### src/rtl/mem_wb_pkg.sv
// Shared definitions for the MEM/WB pipeline register: load funct3 encodings,
// datapath width legality check and the stage control record.
package mem_wb_pkg;

  localparam logic [2:0] F3Lb  = 3'b000;
  localparam logic [2:0] F3Lh  = 3'b001;
  localparam logic [2:0] F3Lw  = 3'b010;
  localparam logic [2:0] F3Ld  = 3'b011;
  localparam logic [2:0] F3Lbu = 3'b100;
  localparam logic [2:0] F3Lhu = 3'b101;
  localparam logic [2:0] F3Lwu = 3'b110;

  typedef struct packed {
    logic valid;
    logic write_en;
    logic mem_read;
  } stage_ctrl_t;

  function automatic bit xlen_legal(int unsigned xlen);
    return (xlen == 32) || (xlen == 64);
  endfunction

endpackage

### src/rtl/load_align.sv
// Combinational load formatter: selects byte/half/word from the memory word by
// address offset and sign- or zero-extends it according to funct3.
module load_align
  import mem_wb_pkg::*;
#(
  parameter int unsigned XLEN = 32
) (
  input  logic [2:0]      funct3,
  input  logic [2:0]      offset,
  input  logic [XLEN-1:0] data_in,
  output logic [XLEN-1:0] data_out
);

  logic [2:0]      off;
  logic [XLEN-1:0] byte_sh;
  logic [XLEN-1:0] half_sh;
  logic [XLEN-1:0] word_sh;

  // A 32-bit datapath has only four byte lanes, so the top offset bit is dropped.
  assign off     = (XLEN == 64) ? offset : {1'b0, offset[1:0]};
  assign byte_sh = data_in >> {off, 3'b000};
  assign half_sh = data_in >> {off[2:1], 4'b0000};
  assign word_sh = data_in >> {off[2], 5'b00000};

  always_comb begin
    data_out = data_in;
    case (funct3)
      F3Lb:    data_out = XLEN'($signed(byte_sh[7:0]));
      F3Lh:    data_out = XLEN'($signed(half_sh[15:0]));
      F3Lw:    data_out = XLEN'($signed(word_sh[31:0]));
      F3Ld:    data_out = data_in;
      F3Lbu:   data_out = XLEN'(byte_sh[7:0]);
      F3Lhu:   data_out = XLEN'(half_sh[15:0]);
      F3Lwu:   data_out = (XLEN == 64) ? XLEN'(word_sh[31:0]) : data_in;
      default: data_out = data_in;
    endcase
  end

endmodule

### src/rtl/mem_wb_pipe.sv
// MEM/WB pipeline register with stall/flush, write-back mux, forwarding port and
// saturating stall counter. Define MEM_WB_LOAD_EXT_EN to format load data on capture.
module mem_wb_pipe
  import mem_wb_pkg::*;
#(
  parameter int unsigned XLEN   = 32,
  parameter int unsigned REG_AW = 5,
  parameter int unsigned CNT_W  = 16
) (
  input  logic              clk,
  input  logic              reset_n,
  input  logic              busywait,
  input  logic              flush,
  input  logic              valid_in,
  input  logic              write_en_in,
  input  logic              mem_read_in,
  input  logic [2:0]        funct3_in,
  input  logic [REG_AW-1:0] write_address_in,
  input  logic [REG_AW-1:0] reg1_read_address_in,
  input  logic [XLEN-1:0]   alu_result_in,
  input  logic [XLEN-1:0]   d_mem_result_in,
  output logic              valid_out,
  output logic              write_en_out,
  output logic              mem_read_out,
  output logic [REG_AW-1:0] write_address_out,
  output logic [REG_AW-1:0] reg1_read_address_out,
  output logic [XLEN-1:0]   alu_result_out,
  output logic [XLEN-1:0]   d_mem_result_out,
  output logic [XLEN-1:0]   wb_data_out,
  output logic              fwd_valid,
  output logic [REG_AW-1:0] fwd_addr,
  output logic [XLEN-1:0]   fwd_data,
  output logic [CNT_W-1:0]  stall_cycles
);

  if (!xlen_legal(XLEN)) begin : gen_xlen_check
    $error("mem_wb_pipe: XLEN must be 32 or 64");
  end

  logic [XLEN-1:0] load_data;

`ifdef MEM_WB_LOAD_EXT_EN
  load_align #(
    .XLEN(XLEN)
  ) u_load_align (
    .funct3   (funct3_in),
    .offset   (alu_result_in[2:0]),
    .data_in  (d_mem_result_in),
    .data_out (load_data)
  );
`else
  logic unused_funct3;
  assign unused_funct3 = ^funct3_in;
  assign load_data     = d_mem_result_in;
`endif

  stage_ctrl_t       ctrl_q, ctrl_d;
  logic [REG_AW-1:0] waddr_q, waddr_d;
  logic [REG_AW-1:0] raddr_q, raddr_d;
  logic [XLEN-1:0]   alu_q, alu_d;
  logic [XLEN-1:0]   dmem_q, dmem_d;
  logic [CNT_W-1:0]  stall_q, stall_d;

  always_comb begin
    ctrl_d  = ctrl_q;
    waddr_d = waddr_q;
    raddr_d = raddr_q;
    alu_d   = alu_q;
    dmem_d  = dmem_q;
    stall_d = stall_q;
    // Flush wins over busywait but only kills the flags; data registers hold.
    if (flush) begin
      ctrl_d = '0;
    end else if (!busywait) begin
      ctrl_d.valid    = valid_in;
      ctrl_d.write_en = write_en_in & valid_in & (write_address_in != '0);
      ctrl_d.mem_read = mem_read_in;
      waddr_d         = write_address_in;
      raddr_d         = reg1_read_address_in;
      alu_d           = alu_result_in;
      dmem_d          = load_data;
    end
    if (busywait && (stall_q != '1)) begin
      stall_d = stall_q + CNT_W'(1);
    end
  end

  always_ff @(posedge clk or negedge reset_n) begin
    if (!reset_n) begin
      ctrl_q  <= '0;
      waddr_q <= '0;
      raddr_q <= '0;
      alu_q   <= '0;
      dmem_q  <= '0;
      stall_q <= '0;
    end else begin
      ctrl_q  <= ctrl_d;
      waddr_q <= waddr_d;
      raddr_q <= raddr_d;
      alu_q   <= alu_d;
      dmem_q  <= dmem_d;
      stall_q <= stall_d;
    end
  end

  assign valid_out             = ctrl_q.valid;
  assign write_en_out          = ctrl_q.write_en;
  assign mem_read_out          = ctrl_q.mem_read;
  assign write_address_out     = waddr_q;
  assign reg1_read_address_out = raddr_q;
  assign alu_result_out        = alu_q;
  assign d_mem_result_out      = dmem_q;
  assign wb_data_out           = ctrl_q.mem_read ? dmem_q : alu_q;
  assign fwd_valid             = ctrl_q.valid & ctrl_q.write_en;
  assign fwd_addr              = waddr_q;
  assign fwd_data              = wb_data_out;
  assign stall_cycles          = stall_q;

endmodule
### config.mk
export PLATFORM = sky130hd
export DESIGN_NAME = mem_wb_pipe
export DESIGN_NICKNAME = d
export VERILOG_FILES = /design/src/rtl/mem_wb_pkg.sv /design/src/rtl/load_align.sv /design/src/rtl/mem_wb_pipe.sv
export SDC_FILE = /design/constraint.sdc
export NUM_CORES = 1
export LEC_CHECK = 0
export BUFFER_PORTS_ARGS = -buffer_cell sky130_fd_sc_hd__buf_2
export CAP_MARGIN = 30
export CORE_MARGIN = 1.5
export CORE_UTILIZATION = 45
export CTS_BUF_LIST = sky130_fd_sc_hd__clkbuf_4
export CTS_CLUSTER_DIAMETER = 80
export DETAILED_ROUTE_END_ITERATION = 6
export GPL_ROUTABILITY_DRIVEN = 0
export PLACE_DENSITY = 0.86
export SLEW_MARGIN = 15
export SYNTH_ARGS = -nofsm -noshare
export SYNTH_HDL_FRONTEND = slang
export SYNTH_SLANG_ARGS = --single-unit
### constraint.sdc
create_clock -name clk -period 2.3 [get_ports clk]
set_clock_uncertainty 0.1 [all_clocks]
set_input_delay 0.345 -clock clk [delete_from_list [all_inputs] [get_ports clk]]
set_output_delay 0.345 -clock clk [all_outputs]
set_load 0.1 [all_outputs]
==> qor.txt <==
Status -> finished, final reports clean
Kind of critical path -> flip-flop to primary output
Yosys reg bits -> 93
Seq pwr share -> 26.3%
Clock Power Share -> 9.4%
Starting Density -> 46.43%
Synth Area in Compound Gates -> 1.371%
Area Overhead vs Synth -> 53.34%
Crit share post-route -> 97.54%
Avg Vias per Cell -> 4.929
Count leader, synth -> dfrtp_1
Commonest register cell after synthesis -> dfrtp_1
DRC -> 0
Die area -> 10,130 µm²
Final hold vios -> 0
Synthesis Warnings -> 0
GRT Util Overall -> 22.00%
Mapped Cells -> 308
Global route overflow -> 0
R2R setup slack -> 0.45 ns
Post-Syn Area per Cell -> 13.93 µm²
Least-Margin Pin Slew -> 0.5063 ns
IO Port Bufs -> 243
Yosys cell types -> 30
Vias in the first global route -> 3,371
Max Root-Sink Buffers -> 2
Final wirelength -> 11,700 µm
Max capacitance violation total -> 0
Internal power -> 3.310 mW
Fillers -> 627
Comb power frac -> 64.3%
Overall power -> 8.148 mW
Hold Path Origin -> d_mem_result_in[1]
Area share of the largest cell type after synthesis -> 54.24%
Hold Path Depth -> 2
Vias -> 3,327
FP Rows -> 35
Buf+Inv Stages, Crit Path -> 2
Worst reg2reg endpoint -> stall_cycles[1]
Sw Pwr -> 4.838 mW
Yosys top cell by area -> dfrtp_1
Reg clk slew, reported paths -> 0.15 ns
LEAKAGE -> 3.181 nW
PwrDens -> 1238 nW/µm²
Setup violations, final -> 0
Hold Crit Endpoint -> d_mem_result_out[1]
Seq/Total Area, Yosys -> 54.24%
Initial DRT Pass Iterations -> 4
Post-synthesis simple-gate area fraction -> 5.074%
Required @ worst endpoint -> 1.86 ns
Antenna Violating Nets Remaining -> 0
Max Fclk -> 445.8 MHz
TritonCTS Buffers -> 9
CTS tree -> built
Fin nets -> 626
Clock root cell -> clkbuf_4
Peak VDD IR -> 0.0007572 V
Die height -> 100.6 µm
Net Sw Frac -> 59.38%
Period minus WS final -> 2.243 ns
Worst-Skew Late Latency -> 0.42 ns
Top cells by area, synth -> dfrtp_1, mux2_2, mux2_1
Syn nets -> 393
Diodes inserted -> 0
Mux cell area share after synthesis -> 28.55%
Post-synthesis instance area -> 4290 µm²
Crit Reg-Reg Startpoint -> stall_cycles[11]
R2R depth -> 5
DR WL/cell -> 17.33 µm
Max transition margin -> 66.48%
Dpl cell area -> 6191 µm²
Width of the die -> 100.6 µm
Pin count of the biggest net entering global routing -> 54
Drt initial violations -> 48
CP Data Arrival Time -> 1.80 ns
FFs w/ async S/R, synth -> 100.0%
Setup repair after global routing missed its margin -> yes
Critical Path Fanout Max -> 11
Synth Area in Adders -> 0.2916%
Initial antenna violation count -> 0
First-pass GRT wire length -> 16,910 µm
Worst hold-check path type -> input pin to flip-flop
Final slew viol count -> 0
Critical path's slowest cell -> dfrtp_4
Core Area -> 9240 µm²
Post-Synth XOR/XNOR Area -> 2.450%
IO Pins -> 247
Post-detail-place hpwl -> 8514 µm
Post-synth EDFFs -> 0
Crit. End Element -> primary output
Share of layout cells above drive strength 1 -> 67.77%
CTS H-Tree Depth -> 3
Most frequent cells after synthesis -> dfrtp_1, mux2_2, buf_4
Worst-path cell chain -> buf_4 -> mux2_4 -> clkbuf_4
Cell family with most CP delay -> flip-flops
Clock sink count -> 93
Max stage delay on crit path -> 0.61 ns
Main combinational cell family by area after synthesis -> multiplexers
Setup crit start kind -> flip-flop
Design Area, Final -> 6579 µm²
[cells in the final DEF (no fill, tap or decap), drive strengths merged, types with 4 or more instances in the layout]
master | netlist | final
buf | 46 | 247
dfrtp | 93 | 93
nor2 | 6 | 6
nand3 | 8 | 8
xnor2 | 9 | 9
clkbuf | 4 | 16
dlygate4sd3 | 0 | 19
nand4 | 4 | 4
clkinv | 0 | 4
nand2 | 4 | 4
mux2 | 107 | 107
[registers in the layout (all words and copies together), names as in the netlist]
name,flops
write_en_out,1
fwd_addr,5
stall_cycles,16
reg1_read_address_out,5
alu_result_out,32
mem_read_out,1
valid_out,1
d_mem_result_out,32
[cells by family (layout without fill, tap and decap cells)]
kind of cell,after synthesis,count (layout)
multiplexers,109,109
adder cells (fa/ha/maj),1,1
AO/OA/AOI/OAI,8,8
XOR/XNOR,12,12
AND/OR/NAND/NOR,34,34
flip-flops,93,93
buffers and inverters,51,289
[power by group through the flow]
stage	Clock [mW]	Combinational, mW	Sequential [mW]
after detailed placement	0	5.18	2.19
after CTS	0.800	5.23	2.14
final	0.762	5.24	2.15
after global placement	0	5.13	2.16
after floorplan	0	2.29	3.99
after global routing	0.862	5.35	2.19
[how the worst max path moves through the flow]
stage,startpoint,endpoint,slack (ns),cells after the start
2_1_floorplan,mem_read_out,wb_data_out[10],0.002,4
3_3_place_gp,mem_read_out,wb_data_out[7],0.29,3
3_5_place_dp,mem_read_out,fwd_data[15],0.28,3
4_1_cts,mem_read_out,wb_data_out[19],-0.01,3
5_1_grt,mem_read_out,wb_data_out[19],-0.02,3
6_report,mem_read_out,wb_data_out[19],0.06,3
[routing by layer]
metal / part of all wire (%) / up-vias / wire, µm / GRT usage (%)
met1: 37 / 1618 / 4283 / 24.34
li1: - / 1510 / - / -
met4: 2.1 / 0 / 246 / 8.559
met3: 7.1 / 24 / 836 / 5.479
met5: 0 / - / 0 / 0
met2: 54 / 175 / 6334 / 40.38
[layout make-up]
cell class,count,area [µm²],area share (%)
inverter,1,3.754,0.05706
sequential,93,2356,35.81
timing repair buffer,272,2207,33.55
clock inverter,6,40.04,0.6086
clock buffer,10,75.07,1.141
tap,129,161.4,2.453
multi-input combinational,164,1735,26.38
[repair_timing]
action                     in CTS  in global routing
setup endpoints to repair      53                  9
hold endpoints to repair       48                  7
setup buffers                   4                  0
pin swaps                       0                  0
hold buffers                   12                  7
resized for setup               2                 12
[per-stage QoR]
step | hold WS [ns] | util [%] | instances | setup slack (ns) | setup TNS (ns)
2_1_floorplan | -0.05059 | - | 308 | 0.002297 | 0
3_3_place_gp | 0.2347 | 67.00 | 636 | 0.2883 | 0
3_5_place_dp | 0.2373 | 67.00 | 636 | 0.2848 | 0
4_1_cts | 0.0006466 | 70.20 | 668 | -0.01243 | -0.02663
5_1_grt | -0.00001610 | 71.20 | 675 | -0.02100 | -0.04167
6_report | 0.03238 | 71.20 | 675 | 0.05664 | 0
No activity file was read; power rests on OpenSTA's default activity.
